### src/rtl/cont2_seq_checker_pkg.sv
// Shared types and phase helpers for the type-2 bounce counter checker.
// A phase p maps onto the bounce sequence 0..MAX,MAX..0; the upper half of the phase range counts down.
package cont2_pkg;

  typedef enum logic [1:0] {
    HUNT    = 2'd0,
    ACQ     = 2'd1,
    CONFIRM = 2'd2,
    LOCKED  = 2'd3
  } state_t;

  localparam int ERR_CNT_W = 8;
  // Widest phase the helpers accept (WIDTH up to 16).
  localparam int PH_MAX_W  = 17;

  function automatic logic [PH_MAX_W-1:0] phase_to_val(input logic [PH_MAX_W-1:0] p,
                                                       input int width);
    logic [PH_MAX_W-1:0] half;
    logic [PH_MAX_W-1:0] last;
    half = {{(PH_MAX_W-1){1'b0}}, 1'b1} << width;
    last = (half << 1) - 1'b1;
    return (p < half) ? p : (last - p);
  endfunction

  function automatic logic phase_dir(input logic [PH_MAX_W-1:0] p, input int width);
    logic [PH_MAX_W-1:0] t;
    t = p >> width;
    return t[0];
  endfunction

endpackage

### src/rtl/cont2_seq_checker_phase_track.sv
// Phase register for the bounce checker: loads an acquired phase or advances by one,
// and registers the expected next value and the direction alongside it.
module cont2_phase_track
  import cont2_pkg::*;
#(
  parameter int WIDTH = 4
) (
  input  logic             clock,
  input  logic             reset,
  input  logic             load,
  input  logic [WIDTH:0]   load_phase,
  input  logic             advance,
  input  logic             clear_exp,
  output logic [WIDTH-1:0] exp_val,
  output logic             dir_out
);

  logic [WIDTH:0] phase;
  logic [WIDTH:0] next_phase;

  function automatic logic [WIDTH-1:0] val_after(input logic [WIDTH:0] p);
    logic [WIDTH:0] n;
    n = p + 1'b1;
    return WIDTH'(phase_to_val(PH_MAX_W'(n), WIDTH));
  endfunction

  always_comb begin
    next_phase = phase;
    if (load)
      next_phase = load_phase;
    else if (advance)
      next_phase = phase + 1'b1;
  end

  // Wrap from the last phase back to 0 comes for free from the WIDTH+1 bit add.
  always_ff @(posedge clock or negedge reset) begin
    if (!reset) begin
      phase   <= '0;
      exp_val <= '0;
      dir_out <= 1'b0;
    end else if (load || advance) begin
      phase   <= next_phase;
      exp_val <= val_after(next_phase);
      dir_out <= phase_dir(PH_MAX_W'(next_phase), WIDTH);
    end else if (clear_exp) begin
      exp_val <= '0;
    end
  end

endmodule

### config.mk
export PLATFORM = sky130hd
export DESIGN_NAME = cont2_phase_track
export DESIGN_NICKNAME = d
export VERILOG_FILES = /design/src/rtl/cont2_seq_checker_pkg.sv /design/src/rtl/cont2_seq_checker_phase_track.sv
export SDC_FILE = /design/constraint.sdc
export NUM_CORES = 1
export LEC_CHECK = 0
export ABC_AREA = 1
export CORE_MARGIN = 2
export CORE_UTILIZATION = 48
export DETAILED_ROUTE_END_ITERATION = 7
export PLACE_DENSITY = 0.74
export RECOVER_POWER = 25
export SYNTH_ARGS = -nofsm -noshare
export SYNTH_HDL_FRONTEND = slang
export SYNTH_SLANG_ARGS = --single-unit
### constraint.sdc
create_clock -name clock -period 2.15 [get_ports clock]
set_input_delay 0.43 -clock clock [delete_from_list [all_inputs] [get_ports clock]]
set_output_delay 0.43 -clock clock [all_outputs]
set_load 0.02 [all_outputs]
==> impl_metrics.json <==
{
  "cellLeakagePower_nw": 0.505,
  "synth-seq-cells": 9,
  "dp_cells": 137,
  "pwr-share-seq_pct": 36.4,
  "grt_pass1_vias": 609,
  "dp_hpwl_mm": 1.26,
  "grt_max_degree": 10,
  "wl_per_cell_um": 11.0,
  "fin_cells": 142,
  "required_ns": 2.30,
  "clk_pin_slew_worst_paths_ns": 0.06,
  "rows": 13,
  "ys_top_cells_by_count": "nand2_1 (44), nand3_1 (13), inv_1 (10), dfrtp_1 (9), nor2_1 (7)",
  "gp_congestion": 0.758,
  "final.setup.tns_ns": 0,
  "grt_util_all_layers_pct": 20.2,
  "yosys-top-cells-area": "dfrtp_1 (33%), nand2_1 (24%), nand3_1 (9.5%)",
  "via_per_inst": 4.84,
  "ant_nets": 0,
  "synth_area_per_cell_sq_um": 6.75,
  "antenna_cells": 0,
  "start_kind": "flop",
  "synthesis.area_sq_um": 682,
  "cts_tree": "built",
  "fill_cells": 110,
  "cp_top_family": "simple AND/OR/NAND/NOR gates",
  "cp.arrival_ns": 2.03,
  "critPathMostFrequentCell": "nand2_1",
  "ys_types": 16,
  "antenna_found_initial": 0,
  "synth-edff-count": 0,
  "ys_seq_area_share_pct": 33.0,
  "grt_setup_unrepaired": "false",
  "max_freq_ghz": 0.534,
  "syn_inst": 101,
  "power_frac_comb_pct": 40.3,
  "p_clk_share_pct": 23.3,
  "min_period_ns": 1.87,
  "outcome": "completed",
  "drc": 0,
  "power_density_nw_per_um2": 629,
  "ys_async_sr_fraction_pct": 100,
  "clock_path_buffers": 2,
  "sw_frac_of_total_pct": 36.5,
  "port_buffers": 14,
  "fin_crit_sh_pct": 87.0,
  "final_util_pct": 70.9,
  "finClkSkew_ns": 0.00359,
  "synth_top_area_share_pct": 33.0,
  "p_switching_mw": 0.214,
  "die_w_um": 41.7,
  "tightest_slew_ns": 0.462,
  "clock_sinks": 9,
  "fin_nets": 140,
  "first_pass_iters": 4,
  "hold_class": "flop to flop",
  "synthFlopType": "dfrtp_1",
  "cpPeakStageDelay_ns": 0.42,
  "root_buffer": "clkbuf_4",
  "p_int_mw": 0.374,
  "ir_drop_mv": 0.403,
  "maxSlewHeadroom_pct": 69.1,
  "routed_wl_mm": 1.56,
  "io_pins": 15,
  "drive_gt1_share_pct": 19.7,
  "synth_nets": 113,
  "maxCapViolCount": 0,
  "insertion_delay_ns": 0.26,
  "overflow": 0,
  "report.final.slew_viol_count": 0,
  "tritoncts.num_buffers": 3,
  "vias": 687,
  "cpMaxStageDelayCell": "dfrtp_1",
  "finalSetupViolCount": 0,
  "die_area_sq_um": 1740,
  "yosys.area.top_type": "dfrtp_1",
  "cp_max_fo": 4,
  "h-tree-depth": 1,
  "core_area_sq_um": 1320,
  "worst_hold_slack_ns": 0.482,
  "initial_utilization_pct": 51.8,
  "total_power_mw": 0.588,
  "syn2layout_area_growth_pct": 37.1,
  "yosys_warnings": 0,
  "hold_viol_final": 0,
  "grt_pass1_wl_mm": 2.67,
  "synth_most_common_cell": "nand2_1",
  "critical_path_buf_inv_count": 1,
  "holdBufCountCts": 0,
  "crit_path_end_kind": "flop",
  "crit_type": "flop to flop",
  "drtIter0Drc": 19,
  "die_height_um": 41.7,
  "worstPathCellList": "ha_1 -> nor2_1 -> nor2_4 -> ha_1 -> inv_1 -> nor2_4 -> nand2_4 -> nand2_1 -> nand2_1 -> nand2_1 -> nand3_1 -> nand2_1"
}
==> power groups by stage <==
stage	registers [mW]	logic, mW	clock network (mW)
6_report	0.214	0.237	0.137
2_1_floorplan	0.235	0.122	0
4_1_cts	0.213	0.237	0.138
3_3_place_gp	0.215	0.232	0
3_5_place_dp	0.216	0.237	0
5_1_grt	0.216	0.263	0.152
==> cells by family after synthesis <==
group / Yosys count / share of synthesized area (%)
simple gates: 77 / 54.5
fa+ha+maj: 2 / 3.67
compound gates: 2 / 2.75
buf+inv: 11 / 6.06
flops: 9 / 33.0
==> layer usage <==
layer	share of wire [%]	GRT usage, %	up-vias
li1	-	-	367
met4	2.0	9.68	0
met5	0	0	-
met3	2.4	2.61	4
met1	51	27.4	305
met2	44	31.6	11
==> final timing paths <==
kind / from / end / slack (ns) / cells past startpoint
setup / recovery: phase[0]$_DFFE_PN0P_ / exp_val[0]$_DFFE_PN0P_ / 0.28 / 12
hold / removal: exp_val[2]$_DFFE_PN0P_ / exp_val[2]$_DFFE_PN0P_ / 0.48 / 2
setup reg to reg: phase[0]$_DFFE_PN0P_ / exp_val[0]$_DFFE_PN0P_ / 0.28 / 12
hold reg to reg: exp_val[2]$_DFFE_PN0P_ / exp_val[2]$_DFFE_PN0P_ / 0.48 / 2
max in group asynchronous: reset / exp_val[1]$_DFFE_PN0P_ / 1.28 / 1
min in group asynchronous: reset / phase[2]$_DFFE_PN0P_ / 0.55 / 1
==> metrics by stage <==
step | cell area [sq um] | worst slack, ns
6_report | 935 | 0.278
5_1_grt | 935 | 0.107
4_1_cts | 920 | 0.109
3_5_place_dp | 893 | -0.158
3_3_place_gp | 893 | -0.107
2_1_floorplan | 682 | 0.435
==> what timing repair did <==
action | 4_1_cts | 5_1_grt
setup buffers | 0 | 1
gates resized for setup | 0 | 3
setup endpoints to repair | 0 | 4
==> sequential cells by signal (all words and copies together), names as in the netlist <==
signal,flops
phase,4
exp_val,4
dir_out,1
==> worst register-to-register path, delay by kind of cell, from the launching register on <==
kind,cells,cell delay [ns]
and+or+nand+nor,9,0.76
buffers and inverters,1,0.11
DFF,1,0.42
adders and majority gates,2,0.49
==> placed cells by master (no fill, tap or decap) <==
master	n
clkbuf_4	3
or2_0	1
nand2_2	3
o21bai_2	1
nand3_2	2
nand2_1	44
nor2_4	2
dfrtp_1	9
nor2_2	1
nor2_1	6
inv_1	10
clkdlybuf4s50_1	11
dlygate4sd3_1	1
nand3_1	13
dlymetal6s2s_1	2
clkbuf_1	1
or2_2	1
nand2_4	3
inv_2	1
buf_4	8
ha_1	2
nand3b_1	1
o21bai_1	1
==> cell type report <==
| class | count | area [sq um] | share of cell area [%] |
|---|---|---|---|
| Timing Repair Buffer | 22 | 205 | 22.0 |
| Inverter | 11 | 41.3 | 4.42 |
| Tap cell | 15 | 18.8 | 2.01 |
| Sequential cell | 9 | 225 | 24.1 |
| Clock buffer | 4 | 26.3 | 2.81 |
| Multi-Input combinational cell | 81 | 418 | 44.7 |
Power figures use the tool's default switching activity.
